$ cat src/rtl/axi4_rd_arbiter.sv
// Round-robin arbiter that lets N AXI4 read masters share one slave, one read in flight at a time.
// Latency: one IDLE cycle to register the winner, then AR and R are forwarded combinationally.
// Backpressure: s_arready and the granted master's rready pass straight through; a stalled beat holds its state.
module axi4_rd_arbiter #(
    parameter int N_MASTERS = 4,
    parameter int ADDR_W    = 32,
    parameter int DATA_W    = 64,
    parameter int ID_W      = 4
) (
    input  logic                      clk,
    input  logic                      rst,
    input  logic [N_MASTERS-1:0]      m_arvalid,
    output logic [N_MASTERS-1:0]      m_arready,
    input  logic [N_MASTERS*ADDR_W-1:0] m_araddr,
    input  logic [N_MASTERS*ID_W-1:0] m_arid,
    input  logic [N_MASTERS*8-1:0]    m_arlen,
    output logic [N_MASTERS-1:0]      m_rvalid,
    input  logic [N_MASTERS-1:0]      m_rready,
    output logic [DATA_W-1:0]         m_rdata,
    output logic [ID_W-1:0]           m_rid,
    output logic [1:0]                m_rresp,
    output logic                      m_rlast,
    output logic                      s_arvalid,
    input  logic                      s_arready,
    output logic [ADDR_W-1:0]         s_araddr,
    output logic [ID_W-1:0]           s_arid,
    output logic [7:0]                s_arlen,
    input  logic                      s_rvalid,
    output logic                      s_rready,
    input  logic [DATA_W-1:0]         s_rdata,
    input  logic [ID_W-1:0]           s_rid,
    input  logic [1:0]                s_rresp,
    input  logic                      s_rlast,
    output logic [$clog2(N_MASTERS)-1:0] grant,
    output logic                      busy,
    output logic                      err
);

    localparam int GW = $clog2(N_MASTERS);

    typedef enum logic [1:0] {
        IDLE = 2'd0,
        ADDR = 2'd1,
        DATA = 2'd2
    } state_t;

    state_t          state;
    state_t          state_nxt;
    logic [GW-1:0]   rr_ptr;
    logic [7:0]      beat_cnt;
    logic            win_vld;
    logic [GW-1:0]   win_idx;
    logic            r_hs;

    // Round-robin search: scan downwards so the candidate closest to rr_ptr is the last (winning) assignment
    always_comb begin
        int            idx;
        logic [GW-1:0] cand;
        win_vld = 1'b0;
        win_idx = '0;
        idx     = 0;
        cand    = '0;
        for (int k = N_MASTERS - 1; k >= 0; k--) begin
            idx  = (int'(rr_ptr) + k) % N_MASTERS;
            cand = GW'(idx);
            if (m_arvalid[cand]) begin
                win_vld = 1'b1;
                win_idx = cand;
            end
        end
    end

    // R handshake on the granted master's port; only acted upon in DATA
    always_comb begin
        r_hs = s_rvalid && m_rready[grant];
    end

    // State register
    always_ff @(posedge clk or posedge rst) begin
        if (rst) begin
            state <= IDLE;
        end else begin
            state <= state_nxt;
        end
    end

    // Next-state: a withdrawn AR request abandons the grant, rlast always closes the burst
    always_comb begin
        state_nxt = state;
        case (state)
            IDLE: begin
                if (win_vld) begin
                    state_nxt = ADDR;
                end
            end
            ADDR: begin
                if (!m_arvalid[grant]) begin
                    state_nxt = IDLE;
                end else if (s_arready) begin
                    state_nxt = DATA;
                end
            end
            DATA: begin
                if (r_hs && s_rlast) begin
                    state_nxt = IDLE;
                end
            end
            default: state_nxt = IDLE;
        endcase
    end

    // Grant, beat counter, round-robin pointer and sticky length-error flag
    always_ff @(posedge clk or posedge rst) begin
        if (rst) begin
            grant    <= '0;
            rr_ptr   <= '0;
            beat_cnt <= '0;
            err      <= 1'b0;
        end else begin
            case (state)
                IDLE: begin
                    if (win_vld) begin
                        grant    <= win_idx;
                        beat_cnt <= m_arlen[int'(win_idx)*8 +: 8];
                    end
                end
                DATA: begin
                    if (r_hs) begin
                        beat_cnt <= beat_cnt - 8'd1;
                        if (s_rlast != (beat_cnt == 8'd0)) begin
                            err <= 1'b1;
                        end
                        if (s_rlast) begin
                            rr_ptr <= (grant == GW'(N_MASTERS - 1)) ? '0 : grant + 1'b1;
                        end
                    end
                end
                default: ;
            endcase
        end
    end

    // Outputs: route AR in ADDR and R in DATA to/from the granted master only; everything else quiet
    always_comb begin
        m_arready = '0;
        m_rvalid  = '0;
        m_rdata   = '0;
        m_rid     = '0;
        m_rresp   = '0;
        m_rlast   = 1'b0;
        s_arvalid = 1'b0;
        s_araddr  = '0;
        s_arid    = '0;
        s_arlen   = '0;
        s_rready  = 1'b0;
        busy      = (state != IDLE);
        case (state)
            ADDR: begin
                s_arvalid        = m_arvalid[grant];
                s_araddr         = m_araddr[int'(grant)*ADDR_W +: ADDR_W];
                s_arid           = m_arid[int'(grant)*ID_W +: ID_W];
                s_arlen          = m_arlen[int'(grant)*8 +: 8];
                m_arready[grant] = s_arready;
            end
            DATA: begin
                m_rvalid[grant]  = s_rvalid;
                s_rready         = m_rready[grant];
                m_rdata          = s_rdata;
                m_rid            = s_rid;
                m_rresp          = s_rresp;
                m_rlast          = s_rlast;
            end
            default: ;
        endcase
    end

endmodule

$ cat config.mk
export PLATFORM = sky130hd
export DESIGN_NAME = axi4_rd_arbiter
export DESIGN_NICKNAME = d
export VERILOG_FILES = /design/src/rtl/axi4_rd_arbiter.sv
export SDC_FILE = /design/constraint.sdc
export NUM_CORES = 1
export LEC_CHECK = 0
export CORE_AREA = 2 2 149 151
export DETAILED_ROUTE_END_ITERATION = 8
export DIE_AREA = 0 0 151 153
export MAX_ROUTING_LAYER = met4
export PLACE_DENSITY_LB_ADDON = 0.25
export RECOVER_POWER = 50
export SYNTH_ARGS = -nofsm -noshare
export SYNTH_HDL_FRONTEND = slang
export SYNTH_SLANG_ARGS = --single-unit
$ cat constraint.sdc
create_clock -name clk -period 2.6 [get_ports clk]
set_clock_uncertainty 0.05 [all_clocks]
set_input_delay 0.78 -clock clk [delete_from_list [all_inputs] [get_ports clk]]
set_output_delay 0.78 -clock clk [all_outputs]
set_load 0.01 [all_outputs]
**Word level (Yosys, flattened, before mapping)**

Index checks and enable logic that the tools add are counted.
W data, S select, Z words.

- $add $sub $neg: 5
- $lt $le $gt $ge: 6
- Equal/unequal tests: 8
- Shift-type cells: 4
- Muxes and demuxes: 42
- Bitwise gates (word level): 2
- Reduce and logical (&&, ||, !) cells: 12

Operator list:

| operator | count |
|---|---|
| $shiftx A128 B8 Y32 | 1 |
| $mux W64 | 1 |
| $shiftx A32 B6 Y8 | 2 |
| $mux W32 | 1 |
| $mux W8 | 3 |
| $mux W2 | 10 |
| $mux W4 | 4 |
| $pmux W8 S2 | 1 |
| $shiftx A16 B5 Y4 | 1 |
| $lt A2 B3 Y1 const B | 5 |
| $mux W1 | 14 |
| $bmux W1 S2 | 6 |
| $reduce_and A3 Y1 | 4 |
| $and A4 B4 Y4 | 2 |
| $logic_not A8 Y1 | 1 |
| $sub A8 B1 Y8 const B | 1 |
| $ne A2 B2 Y1 const B | 3 |
| $pmux W2 S3 | 1 |
| $add A2 B1 Y2 const B | 2 |
| $add A2 B2 Y2 const B | 2 |
| $eq A2 B2 Y1 const B | 2 |
| $reduce_bool A2 Y1 | 2 |
| $logic_and A1 B1 Y1 | 3 |
| $ne A3 B3 Y1 const B | 1 |
| other kinds (6) | 6 |

- Flip-flop bits (word level): 15
- Bits of input ports: 259
- Output and inout port bits: 129
- Logic and storage cells: 84

**Longest topological paths before layout**

- Word-level depth: 10
- Depth in mapped cells: 8
- Gate-level depth less buffers: 7

**Worst setup path before layout**

OpenSTA, ideal clock, no wires.

- Path type: register to output
- Start: register grant[0]
- End: output port s_araddr[0]
- Arrival: 1.803 ns
- Data required time: 1.770 ns
- Path slack: -0.033 ns
- Cell stages (with the launch flop): 5
- Buffers on the path: 2
- Path through: dfrtp_1 > buf_2 > buf_2 > mux4_2 > and2_1

- Longest elaborated chain between the ends: 2

Ends and longest elaborated chain:

| what | line | text |
|---|---|---|
| from (decl) | 34 | `output logic [$clog2(N_MASTERS)-1:0] grant,` |
| from (signal assigned) | 123 | `grant <= win_idx;` |
| $shiftx A128 B8 Y32 | 160 | `s_araddr = m_araddr[int'(grant)*ADDR_W +: ADDR_W];` |
| $mux W32 | 157 | `case (state)` |
| to (decl) | 25 | `output logic [ADDR_W-1:0] s_araddr,` |

Every way passes these cells.

**Final worst setup path**

- Start: register grant[0]
- End: output port s_araddr[3]

The elaborated chain is that of the path after synthesis.

==> impl_metrics.ini <==
[outcome]
outcome = finished, violations left
violations = negative setup slack

[layout]
syn2layout_area_growth_pct = 144.7
fin_nets = 1019
nFillCells = 2321
post-route-util_pct = 35.86
multiInputGateArea_um2 = 2693
final_cell_area_um2 = 7705
fin_cells = 1034
drive_gt1_share_pct = 27.49
regArea_um2 = 380.4

[placed_design]
io_buffers = 387
gp_congestion = 0.8136
dpl.cell_count = 1021
placed_cell_area_um2 = 7775
dpl.hpwl_mm = 15.05
dp_slack_ns = -0.7056

[yosys]
yosys-top-cells-area = mux4_2 33%, and2_1 23%, dfrtp_1 12%, mux2i_1 6.0%, ha_1 2.4%
yosysTopAreaCellShare_pct = 32.90
synth-edff-count = 0
avgSynthCellArea_um2 = 9.690
synth_ff_type = dfrtp_1
yosysWarningCount = 0
seq_area_frac_synth_pct = 11.92
netlist_area_um2 = 3149
syn_nets = 590
yosysTopAreaCell = mux4_2
ys_types = 43
synth_most_common_cell = and2_1
synth_cells = 325
synth_async_sr_flop_share_pct = 100.0
ys_ff_latch = 15
synth_common_cells = 118 x and2_1, 46 x mux4_2, 19 x mux2i_1, 15 x clkbuf_1, 15 x dfrtp_1

[power]
power_density_nw_per_um2 = 720.7
p_leak_nw = 3.763
irDropWorstVdd_mv = 0.3084

[route]
wl_met2_mm = 9.536
avgViaCountPerCell = 4.099
drc = 0
drt_iter0_markers = 135
maxUsedRoutingLayer = met4
detail_route.first_pass.iterations = 4
met1_length_mm = 7.274
via_count = 4238
antenna_left = 0
wire_per_inst_um = 17.42
drt_wl_total_mm = 18.01
dr_wl_met3_um = 878

[die]
dieHeight_um = 153
core_um2 = 21490
dieArea_um2 = 23100
ios = 388
rows = 54
start_util_pct = 14.66
die_w_um = 151

[sta]
fmax_mhz = 375.8
setup_viol = 5
hold_viol_final = 0
rsz0062_at_grt = yes
slew_violations = 0
relSlewSlack_pct = 56.96
period_share_pct = 102.4
layout_min_cycle_time_ns = 2.661
hold_slack_ns = 0.4005
setup_ws_ns = -0.06129
max_slew.worst_pin.slew_ns = 0.6398

[clocking]
cts_tree = done
cts_made_buffers = 3
clkSinkCount = 15
h-tree-depth = 1
clk_pin_slew_ns = 0.05
cts_root_buf = clkbuf_16
clk_latency_ns = 0.25
cts_max_path_buffers = 2

[critical_path]
crit_fanout = 4
arrival_ns = 1.83
required_ns = 1.77
end_kind = output port
crit_type = reg2out
crit_path_start_kind = flip-flop

[global_routing]
grt_pass1_vias = 4508
grt_pass1_wl_mm = 26.52
overflow = 0
grt_usage_pct = 15.41
grt_start_max_net_pins = 55
antenna_found_initial = 2

[min_path]
hold_path_class = reg2reg

[job]
cap_violations = 0
## timing repair
action | in CTS | in global routing
resized for setup | 518 | 44
buffers inserted | 6 | 1
cloned | 3 | 0
hold buffers | 0 | 0
endpoints found under the setup margin | 125 | 48
pin swaps | 30 | 0
## where the power goes
group,switching [mW],internal [mW],leakage [nW]
Combinational,2.00,2.74,3.54
Sequential,0.141,0.357,0.182
Clock,0.102,0.206,0.0409
## cells by family after synthesis
group	Yosys count	synth area share [%]
DFF	15	11.92
xor gates and xnor gates	1	0.2782
adders and majority gates	6	2.384
buffers and inverters	35	5.363
and+or+nand+nor	162	31.11
AOI/OAI and AO/OA	36	8.105
muxes	70	40.84
## layout make-up
class,count,area share (%)
flip-flops and latches,15,4.937
clock buffers,3,0.9743
diodes,1,0.03248
clock inverters,1,0.06496
repair buffers,451,54.11
multi-input cells,275,34.95
well taps,280,4.547
inverters,8,0.3897
## cells in the final DEF (no fill, tap or decap), types with 8 or more instances in the layout
cell type / count
buf_2: 18
clkdlybuf4s50_1: 58
dlygate4sd2_1: 232
dfrtp_1: 13
o21ai_0: 10
clkdlybuf4s15_1: 28
nand2_1: 12
mux2i_1: 19
a21oi_1: 8
buf_4: 41
and3_1: 9
nor2_1: 8
dlygate4sd3_1: 18
mux4_2: 46
buf_12: 8
and2_4: 30
inv_1: 8
buf_6: 33
and2_1: 86
## per-stage QoR
step                      setup TNS (ns)  total power [mW]
after floorplan                  -0.9753             2.726
after detailed placement          -36.77             5.218
after global routing              -1.703             5.976
final                            -0.2361             5.553
after global placement            -36.73             5.238
after CTS                         -1.623             5.527
## per-layer routing
metal	up-vias	global-route usage [%]
met5	-	-
met4	0	3.471
met3	14	1.552
met2	193	27.32
met1	1985	18.76
li1	2046	-
## final timing paths
| path | start | end | slack [ns] | cells past startpoint |
|---|---|---|---|---|
| worst min register to register | err | err | 0.40 | 1 |
| worst max-delay path | grant[0] | s_araddr[3] | -0.06 | 6 |
| worst max register to register | grant[0] | beat_cnt[3] | 0.20 | 9 |
| worst min-delay path | err | err | 0.40 | 1 |
| max in group asynchronous | rst | grant[0] | 1.05 | 2 |
| min in group asynchronous | rst | state[1] | 0.99 | 2 |
## critical path, stage by stage (launching register included)
cell and delay, ns:
dfrtp_4 0.51, buf_6 0.14, buf_6 0.12, buf_12 0.12, mux4_2 0.41, and2_4 0.16
buf_6 0.11
## flip-flops by register name, summed over array words and instances, names as in the netlist
signal and flops:
grant 2, beat_cnt 8, state 2, err 1
rr_ptr 2
(Power assumes the default switching activity.)
